**config.mk**
```make
export PLATFORM = sky130hd
export DESIGN_NAME = fir_tap_sequencer
export DESIGN_NICKNAME = d
export VERILOG_FILES = /design/src/rtl/fir_tap_sequencer.sv
export SDC_FILE = /design/constraint.sdc
export NUM_CORES = 1
export LEC_CHECK = 0
export CAP_MARGIN = 20
export CORE_UTILIZATION = 36
export DETAILED_ROUTE_END_ITERATION = 10
export GPL_TIMING_DRIVEN = 0
export HOLD_SLACK_MARGIN = 0.15
export PLACE_DENSITY = 0.71
export SYNTH_ARGS = -nofsm -noshare
export SYNTH_HDL_FRONTEND = slang
export SYNTH_SLANG_ARGS = --single-unit
```
**constraint.sdc**
```tcl
create_clock -name iClk12M -period 2.8 [get_ports iClk12M]
set_clock_uncertainty 0.1 [all_clocks]
set_input_delay 0.56 -clock iClk12M [delete_from_list [all_inputs] [get_ports iClk12M]]
set_output_delay 0.56 -clock iClk12M [all_outputs]
set_load 0.02 [all_outputs]
```
**src/rtl/fir_tap_sequencer.sv**
```systemverilog
// fir_tap_sequencer: schedules the shared coefficient RAM and MAC datapath.
// A sample strobe launches one read sweep over all taps; host coefficient
// writes are slotted onto the same single-port RAM between sweeps.
// Every output comes straight from a flop, decoded from the next state.
module fir_tap_sequencer #(
  parameter int NUM_TAPS = 10,
  parameter int ADDR_W   = 4,
  parameter int SEL_W    = 2,
  parameter int DATA_W   = 16
) (
  input  logic                    iClk12M,
  input  logic                    iRst,
  input  logic                    iEnSample600k,
  input  logic                    iWrReq,
  input  logic [SEL_W+ADDR_W-1:0] iWrAddr,
  input  logic [DATA_W-1:0]       iWrData,
  output logic                    oWrAck,
  output logic                    oWrErr,
  output logic                    oCsnRam,
  output logic                    oWrnRam,
  output logic [ADDR_W-1:0]       oAddrRam,
  output logic [SEL_W-1:0]        oModuleSel,
  output logic [DATA_W-1:0]       oWtDtRam,
  output logic                    oEnDelay,
  output logic                    oAccClr,
  output logic                    oEnMul,
  output logic                    oEnAddAcc,
  output logic                    oOutValid,
  output logic                    oBusy,
  output logic                    oOverrun
);

  typedef enum logic [2:0] {
    S_IDLE,
    S_WRITE,
    S_READ,
    S_DRAIN,
    S_DONE
  } state_t;

  localparam logic [ADDR_W-1:0] LAST_TAP = ADDR_W'(NUM_TAPS - 1);

  state_t              state_q, state_d;
  logic [ADDR_W-1:0]   tap_q, tap_d;
  logic                drain_q, drain_d;
  logic                pend_q, pend_d;

  logic                csn_q, csn_d;
  logic                wrn_q, wrn_d;
  logic [ADDR_W-1:0]   addr_q, addr_d;
  logic [SEL_W-1:0]    sel_q, sel_d;
  logic [DATA_W-1:0]   wdata_q, wdata_d;
  logic                ack_q, ack_d;
  logic                err_q, err_d;
  logic                dly_q, dly_d;
  logic                clr_q, clr_d;
  logic                mul_q, mul_d;
  logic                add_q, add_d;
  logic                valid_q, valid_d;
  logic                busy_q, busy_d;
  logic                ovr_q, ovr_d;

  logic [ADDR_W-1:0]   wr_tap;
  logic [SEL_W-1:0]    wr_sel;
  logic                wr_bad;

  assign wr_tap = iWrAddr[ADDR_W-1:0];
  assign wr_sel = iWrAddr[SEL_W+ADDR_W-1:ADDR_W];
  // Taps beyond the last one have no RAM word; such writes are acked but flagged.
  assign wr_bad = (32'(wr_tap) >= 32'(NUM_TAPS));

  // Next-state logic: sweep sequencing, write arbitration, pending strobe, overrun.
  always_comb begin
    state_d = state_q;
    tap_d   = tap_q;
    drain_d = drain_q;
    pend_d  = pend_q;
    // A strobe during any busy cycle is dropped and remembered as overrun.
    ovr_d   = ovr_q | (iEnSample600k & busy_q);
    case (state_q)
      S_IDLE: begin
        if (iEnSample600k || pend_q) begin
          state_d = S_READ;
          tap_d   = '0;
          pend_d  = 1'b0;
        end else if (iWrReq) begin
          state_d = S_WRITE;
        end
      end
      S_WRITE: begin
        state_d = S_IDLE;
        // Not busy here, so a strobe is kept for the following idle cycle.
        if (iEnSample600k) pend_d = 1'b1;
      end
      S_READ: begin
        if (tap_q == LAST_TAP) begin
          state_d = S_DRAIN;
          drain_d = 1'b0;
        end else begin
          tap_d = tap_q + ADDR_W'(1);
        end
      end
      S_DRAIN: begin
        if (drain_q) state_d = S_DONE;
        else         drain_d = 1'b1;
      end
      S_DONE: begin
        // Last busy cycle: strobes are dropped, but a waiting write may go next.
        state_d = iWrReq ? S_WRITE : S_IDLE;
      end
      default: state_d = S_IDLE;
    endcase
  end

  // Output decode from the next state so the registered outputs line up with it.
  always_comb begin
    csn_d   = 1'b1;
    wrn_d   = 1'b1;
    addr_d  = '0;
    sel_d   = '0;
    wdata_d = '0;
    ack_d   = 1'b0;
    err_d   = 1'b0;
    dly_d   = 1'b0;
    clr_d   = 1'b0;
    valid_d = 1'b0;
    busy_d  = 1'b0;
    // RAM data arrives one cycle after the read address; accumulate one after that.
    mul_d   = (state_q == S_READ);
    add_d   = mul_q;
    case (state_d)
      S_WRITE: begin
        csn_d   = wr_bad;
        wrn_d   = 1'b0;
        addr_d  = wr_tap;
        sel_d   = wr_sel;
        wdata_d = iWrData;
        ack_d   = 1'b1;
        err_d   = wr_bad;
      end
      S_READ: begin
        csn_d  = 1'b0;
        addr_d = tap_d;
        busy_d = 1'b1;
        if (state_q != S_READ) begin
          dly_d = 1'b1;
          clr_d = 1'b1;
        end
      end
      S_DRAIN: busy_d = 1'b1;
      S_DONE: begin
        busy_d  = 1'b1;
        valid_d = 1'b1;
      end
      default: ;
    endcase
  end

  // State and output registers with synchronous reset.
  always_ff @(posedge iClk12M) begin
    if (iRst) begin
      state_q <= S_IDLE;
      tap_q   <= '0;
      drain_q <= 1'b0;
      pend_q  <= 1'b0;
      csn_q   <= 1'b1;
      wrn_q   <= 1'b1;
      addr_q  <= '0;
      sel_q   <= '0;
      wdata_q <= '0;
      ack_q   <= 1'b0;
      err_q   <= 1'b0;
      dly_q   <= 1'b0;
      clr_q   <= 1'b0;
      mul_q   <= 1'b0;
      add_q   <= 1'b0;
      valid_q <= 1'b0;
      busy_q  <= 1'b0;
      ovr_q   <= 1'b0;
    end else begin
      state_q <= state_d;
      tap_q   <= tap_d;
      drain_q <= drain_d;
      pend_q  <= pend_d;
      csn_q   <= csn_d;
      wrn_q   <= wrn_d;
      addr_q  <= addr_d;
      sel_q   <= sel_d;
      wdata_q <= wdata_d;
      ack_q   <= ack_d;
      err_q   <= err_d;
      dly_q   <= dly_d;
      clr_q   <= clr_d;
      mul_q   <= mul_d;
      add_q   <= add_d;
      valid_q <= valid_d;
      busy_q  <= busy_d;
      ovr_q   <= ovr_d;
    end
  end

  assign oWrAck     = ack_q;
  assign oWrErr     = err_q;
  assign oCsnRam    = csn_q;
  assign oWrnRam    = wrn_q;
  assign oAddrRam   = addr_q;
  assign oModuleSel = sel_q;
  assign oWtDtRam   = wdata_q;
  assign oEnDelay   = dly_q;
  assign oAccClr    = clr_q;
  assign oEnMul     = mul_q;
  assign oEnAddAcc  = add_q;
  assign oOutValid  = valid_q;
  assign oBusy      = busy_q;
  assign oOverrun   = ovr_q;

endmodule

```
==> results of run 1 <==
[registers in the layout, indices dropped and copies added, names as in the netlist, 2 cells and up]
signal,cells
oModuleSel,2
oWtDtRam,16
oAddrRam,4
state_q,3
tap_q,4
[per-layer routing]
| layer | global-route usage (%) | vias to the layer above | part of all wire [%] |
|---|---|---|---|
| met5 | 0 | - | 0 |
| met4 | 7.67 | 0 | 2.2 |
| met3 | 4.71 | 7 | 5.5 |
| met2 | 25.8 | 35 | 46 |
| met1 | 18.5 | 472 | 46 |
| li1 | - | 547 | - |
[worst max-delay path, stage by stage (launching register included)]
cell and delay, ns:
dfxtp_1 0.34, buf_4 0.11, clkdlybuf4s50_1 0.59
[cell type report]
type / instances / area, um2
inverter: 3 / 11.3
fill: 295 / 1380
clock buffer: 7 / 86.3
buffer: 7 / 40.0
sequential: 41 / 821
clock inverter: 1 / 30.0
multi-input combinational: 75 / 475
tap: 46 / 57.6
timing repair buffer: 57 / 571
[power breakdown]
part	internal [mW]	total, mW	switching [mW]
sequential	0.607	0.621	0.0138
clock	0.290	0.474	0.184
combinational	0.0879	0.158	0.0699
[cell usage in the layout, fill, tap and decap left out, types with 2 or more instances in the layout]
master and n:
ha_1 2, a22o_1 4, clkbuf_8 6, clkbuf_1 4, dfxtp_1 41, and2_1 18
clkdlybuf4s50_1 57, nor2b_1 3, nor3_1 4, nand3b_1 2, nor3b_1 2, inv_1 3
o21bai_1 2, nand2_1 2, o21ai_0 4, buf_2 2, nand3_1 2, nor2_1 8
a21oi_1 9
[logic make-up (layout without fill, tap and decap cells)]
family                   Yosys count  count (layout)  synth area share [%]
buffers and inverters             10              75                  3.81
AND/OR/NAND/NOR                   50              50                  22.4
flip-flops                        41              41                  60.9
AO/OA/AOI/OAI                     22              22                  10.4
adder cells (fa/ha/maj)            2               2                  1.86
XOR/XNOR                           1               1                 0.650
[path summary, 6_finish.rpt]
path,depth (start not counted),to,slack [ns]
hold reg to reg,1,oEnAddAcc$_SDFF_PP0_,0.37
setup / recovery,2,oEnDelay,0.82
hold / removal,1,oEnAddAcc$_SDFF_PP0_,0.37
setup reg to reg,5,oAddrRam[3]$_SDFF_PP0_,1.18
==> impl_metrics.tcl, run 1 <==
set metrics [dict create \
    yosysWarningCount 0 \
    status "finished clean" \
    placed_cell_area_um2 1980 \
    grt_usage_pct 15.7 \
    pin_count 59 \
    crit_path_end_kind "output port" \
    worst_pin_slew_ns 0.464 \
    yosysUniqueCellTypes 32 \
    setup_ws_ns 0.821 \
    worstSetupStartpoint "oAccClr$_SDFF_PP0_" \
    yosysMostFrequentCell "dfxtp_1" \
    p_per_area_nw_per_um2 599 \
    r2r_start "state_q[1]$_SDFF_PP0_" \
    ir_drop_mv 0.314 \
    crit_path_max_fanout 2 \
    slew_violations 0 \
    hold_class "register to register" \
    start_kind "register" \
    syn_area_per_cell_um2 10.7 \
    layout.nets 218 \
    vias_per_cell 4.48 \
    fin_crit_ns 1.98 \
    root_buffer "clkbuf_8" \
    dr.pass1.iters 4 \
    core-area_um2 3470 \
    synth_fp_nets 154 \
    drc 0 \
    dpl.cell_count 229 \
    fin_util_pct 60.3 \
    syn_inst 126 \
    async_reset_ff_share_pct 0 \
    ys_ff_latch 41 \
    hold_violations 0 \
    routed_wirelength_um 2900 \
    grt_remaining_overflow 0 \
    cts.reportedPaths.clkPinSlew_ns 0.07 \
    synth_edf_count 0 \
    post-cts-setup-buffer-count 0 \
    synth_flop_cell "dfxtp_1" \
    arrival_ns 1.32 \
    grt_pass1_wl_um 4830 \
    dp_hpwl_um 2160 \
    cts_buffers 5 \
    worstSetupPathType "register to output port" \
    fp.dieW_um 63.2 \
    final_cell_area_um2 2090 \
    syn_area_um2 1350 \
    insertion_delay_ns 0.29 \
    floorplan.die.height_um 63.2 \
    synth.area.top_cells "dfxtp_1 61%, and2_1 8.4%, a21oi_1 3.3%, a22o_1 2.6%, nor2_1 2.2%" \
    synth_common_cells "41 x dfxtp_1, 18 x and2_1, 9 x a21oi_1" \
    whs_ns 0.374 \
    cp_data_required_time_ns 2.14 \
    synth_top_area_share_pct 60.9 \
    grt_pass1_vias 1060 \
    fin_tns_setup_ns 0 \
    rsz0062_at_grt "false" \
    clk_path_buf_depth 2 \
    setup_violations 0 \
    diodes 0 \
    cts_max_level 2 \
    cts_tree "built" \
    grt_max_degree 13 \
    drive_above_1_share_pct 7.85 \
    start_util_pct 38.9 \
    hold_path_startpoint "oEnMul$_SDFF_PP0_" \
    final_cells 237 \
    drt_iter0_markers 19 \
    slew_headroom_pct 69.1 \
    drtAntennaViolNets 0 \
    cts_sinks 41 \
    maxCapViolations 0 \
    preCtsSetupSlack_ns 0.534 \
    place.gp.congestion 0.805 \
    cts_resized 0 \
    leakagePower_nw 0.809 \
    ctsHoldBuffers 0 \
    rows 21 \
    vias 1061 \
    syn_to_final_growth_pct 55.2 \
    dieArea_um2 3990 \
    p_total_mw 1.25 \
    antenna_found_initial 0 \
    synth-seq-area-share_pct 60.9 \
    io_buffers 57 \
    fmax_mhz 505 \
    period_share_pct 70.7 \
    wl_per_cell_um 12.2 \
    yosysTopAreaCell "dfxtp_1" \
]
Power figures use the tool's default switching activity.
==> inputs of run 2 (changes only) <==
- clock period: 2.8 -> 2 ns (I/O delays scaled with it)
==> results of run 2 <==
The final DEF is identical to that of run 1. Status: finished clean.
Main changes from that run: setup slack after placement 0.534 ns -> -0.106 ns; setup slack after layout 0.821 ns -> 0.181 ns; register-to-register setup slack 1.18 ns -> 0.38 ns; total power 1.25 mW -> 1.75 mW; worst IR drop on VDD 0.314 mV -> 0.440 mV
==> inputs of run 3 (changes only) <==
- REMOVE_ABC_BUFFERS: unset -> 1
==> impl_metrics.tcl, run 3 (same netlist as run 1, synthesis figures left out) <==
set metrics [dict create \
    grt_usage_pct 14.6 \
    fmax_mhz 519 \
    grt_pass1_vias 958 \
    grt_pass1_wl_um 4460 \
    syn_to_final_growth_pct 54.1 \
    dp_hpwl_um 1970 \
    rr_endpoint "oAddrRam[3]$_SDFF_PP0_" \
    period_share_pct 96.4 \
    final_cells 232 \
    drtAntennaViolNets 0 \
    rows 21 \
    ir_drop_mv 0.435 \
    cts_sinks 41 \
    crit_chain "clkdlybuf4s50_1, and4b_4, o211a_1, o21bai_1" \
    reg2reg_slack_ns 0.37 \
    leakagePower_nw 0.791 \
    insertion_delay_ns 0.29 \
    core-area_um2 3470 \
    antenna_found_initial 0 \
    fp.dieW_um 63.2 \
    cts.reportedPaths.clkPinSlew_ns 0.07 \
    largest_reg_flops 16 \
    grt_max_degree 27 \
    worstSetupPathType "input port to register" \
    floorplan.die.height_um 63.2 \
    setup_violations 0 \
    hold_violations 0 \
    ctsHoldBuffers 0 \
    status "finished clean" \
    crit_path_end_kind "register" \
    clk_path_buf_depth 2 \
    hold_class "register to register" \
    vias 1086 \
    post-cts-setup-buffer-count 0 \
    cp_top_family "buffers and inverters" \
    pin_count 59 \
    crit_path_max_fanout 19 \
    cp_slowest_cell "clkdlybuf4s50_1" \
    fin_util_pct 59.9 \
    whs_ns 0.382 \
    dieArea_um2 3990 \
    cts_tree "built" \
    root_buffer "clkbuf_8" \
    maxCapViolations 0 \
    wl_per_cell_um 12.6 \
    slew_violations 0 \
    cp_data_required_time_ns 2.12 \
    cpPeakStageDelay_ns 0.75 \
    layout.nets 213 \
    r2r_start "state_q[1]$_SDFF_PP0_" \
    slew_headroom_pct 55.3 \
    worst_pin_slew_ns 0.668 \
    hold_path_end "oOverrun$_SDFF_PP0_" \
    drive_above_1_share_pct 6.99 \
    drt_iter0_markers 56 \
    rsz0062_at_grt "false" \
    arrival_ns 2.05 \
    dr.pass1.iters 4 \
    diodes 0 \
    ff2ff_path_depth 4 \
    drc 0 \
    vias_per_cell 4.68 \
    cts_buffers 5 \
    final_cell_mix "58 x clkdlybuf4s50_1, 41 x dfxtp_1, 18 x and2_1, 9 x a21oi_1, 8 x nor2_1" \
    start_util_pct 38.9 \
    fill_cells 294 \
    start_kind "input port" \
    min_delay_path_depth 2 \
    routed_wirelength_um 2920 \
    fin_crit_ns 1.93 \
    crit_buf_inv 1 \
    fin_tns_setup_ns 0 \
    p_per_area_nw_per_um2 845 \
    hold_path_startpoint "oOverrun$_SDFF_PP0_" \
    cts_max_level 2 \
    final_common_cell "clkdlybuf4s50_1" \
    io_buffers 58 \
    dpl.cell_count 223 \
    place.gp.congestion 0.744 \
    grt_remaining_overflow 0 \
]
[run 3: through the flow]
stage	area (um2)	worst slack (ns)	total power, mW
after floorplan	1310	0.508	0.975
after global placement	1950	-0.514	1.09
after detailed placement	1950	-0.544	1.10
after CTS	2070	0.0266	1.78
after global routing	2080	0.0139	1.85
final	2080	0.0724	1.76
[run 3: worst max path at each step]
stage / from / endpoint / slack [ns] / depth (start not counted)
after global placement: iRst / oCsnRam$_SDFF_PP1_ / -0.51 / 4
after global routing: iRst / oCsnRam$_SDFF_PP1_ / 0.01 / 4
after CTS: iRst / oCsnRam$_SDFF_PP1_ / 0.03 / 4
final: iRst / oCsnRam$_SDFF_PP1_ / 0.07 / 4
after detailed placement: iRst / oCsnRam$_SDFF_PP1_ / -0.54 / 4
after floorplan: state_q[1]$_SDFF_PP0_ / oAddrRam[3]$_SDFF_PP0_ / 0.51 / 4
[run 3: report_power, final]
part           switching, mW  total [mW]  internal [mW]
clock                  0.264       0.671          0.407
sequential            0.0191       0.869          0.849
combinational         0.0982       0.216          0.117
total                  0.382        1.76           1.37
[run 3: routing by layer]
metal | GRT usage, % | part of all wire (%)
met5 | 0 | 0
met1 | 18.1 | 48
met3 | 6.52 | 7.2
met4 | 5.11 | 1.3
met2 | 22.4 | 44
[run 3: worst reg2reg max path, cell delays in order, from the launching register on]
cell	delay (ns)
dfxtp_1	0.42
nor3_1	0.07
or3_1	0.44
a22o_1	0.29
a22o_1	0.20
[run 3: final cells by class]
cell class,instances,area [um2],share of cell area (%)
flip-flops and latches,41,821,39.5
repair buffers,58,581,28.0
multi-input cells,76,490,23.6
clock buffers,7,86.3,4.16
well taps,46,57.6,2.77
clock inverters,1,30.0,1.45
inverters,3,11.3,0.542
[run 3: what timing repair did]
action,CTS,global route
endpoints found under the setup margin,26,1
resized for setup,2,0
gates cloned,0,1
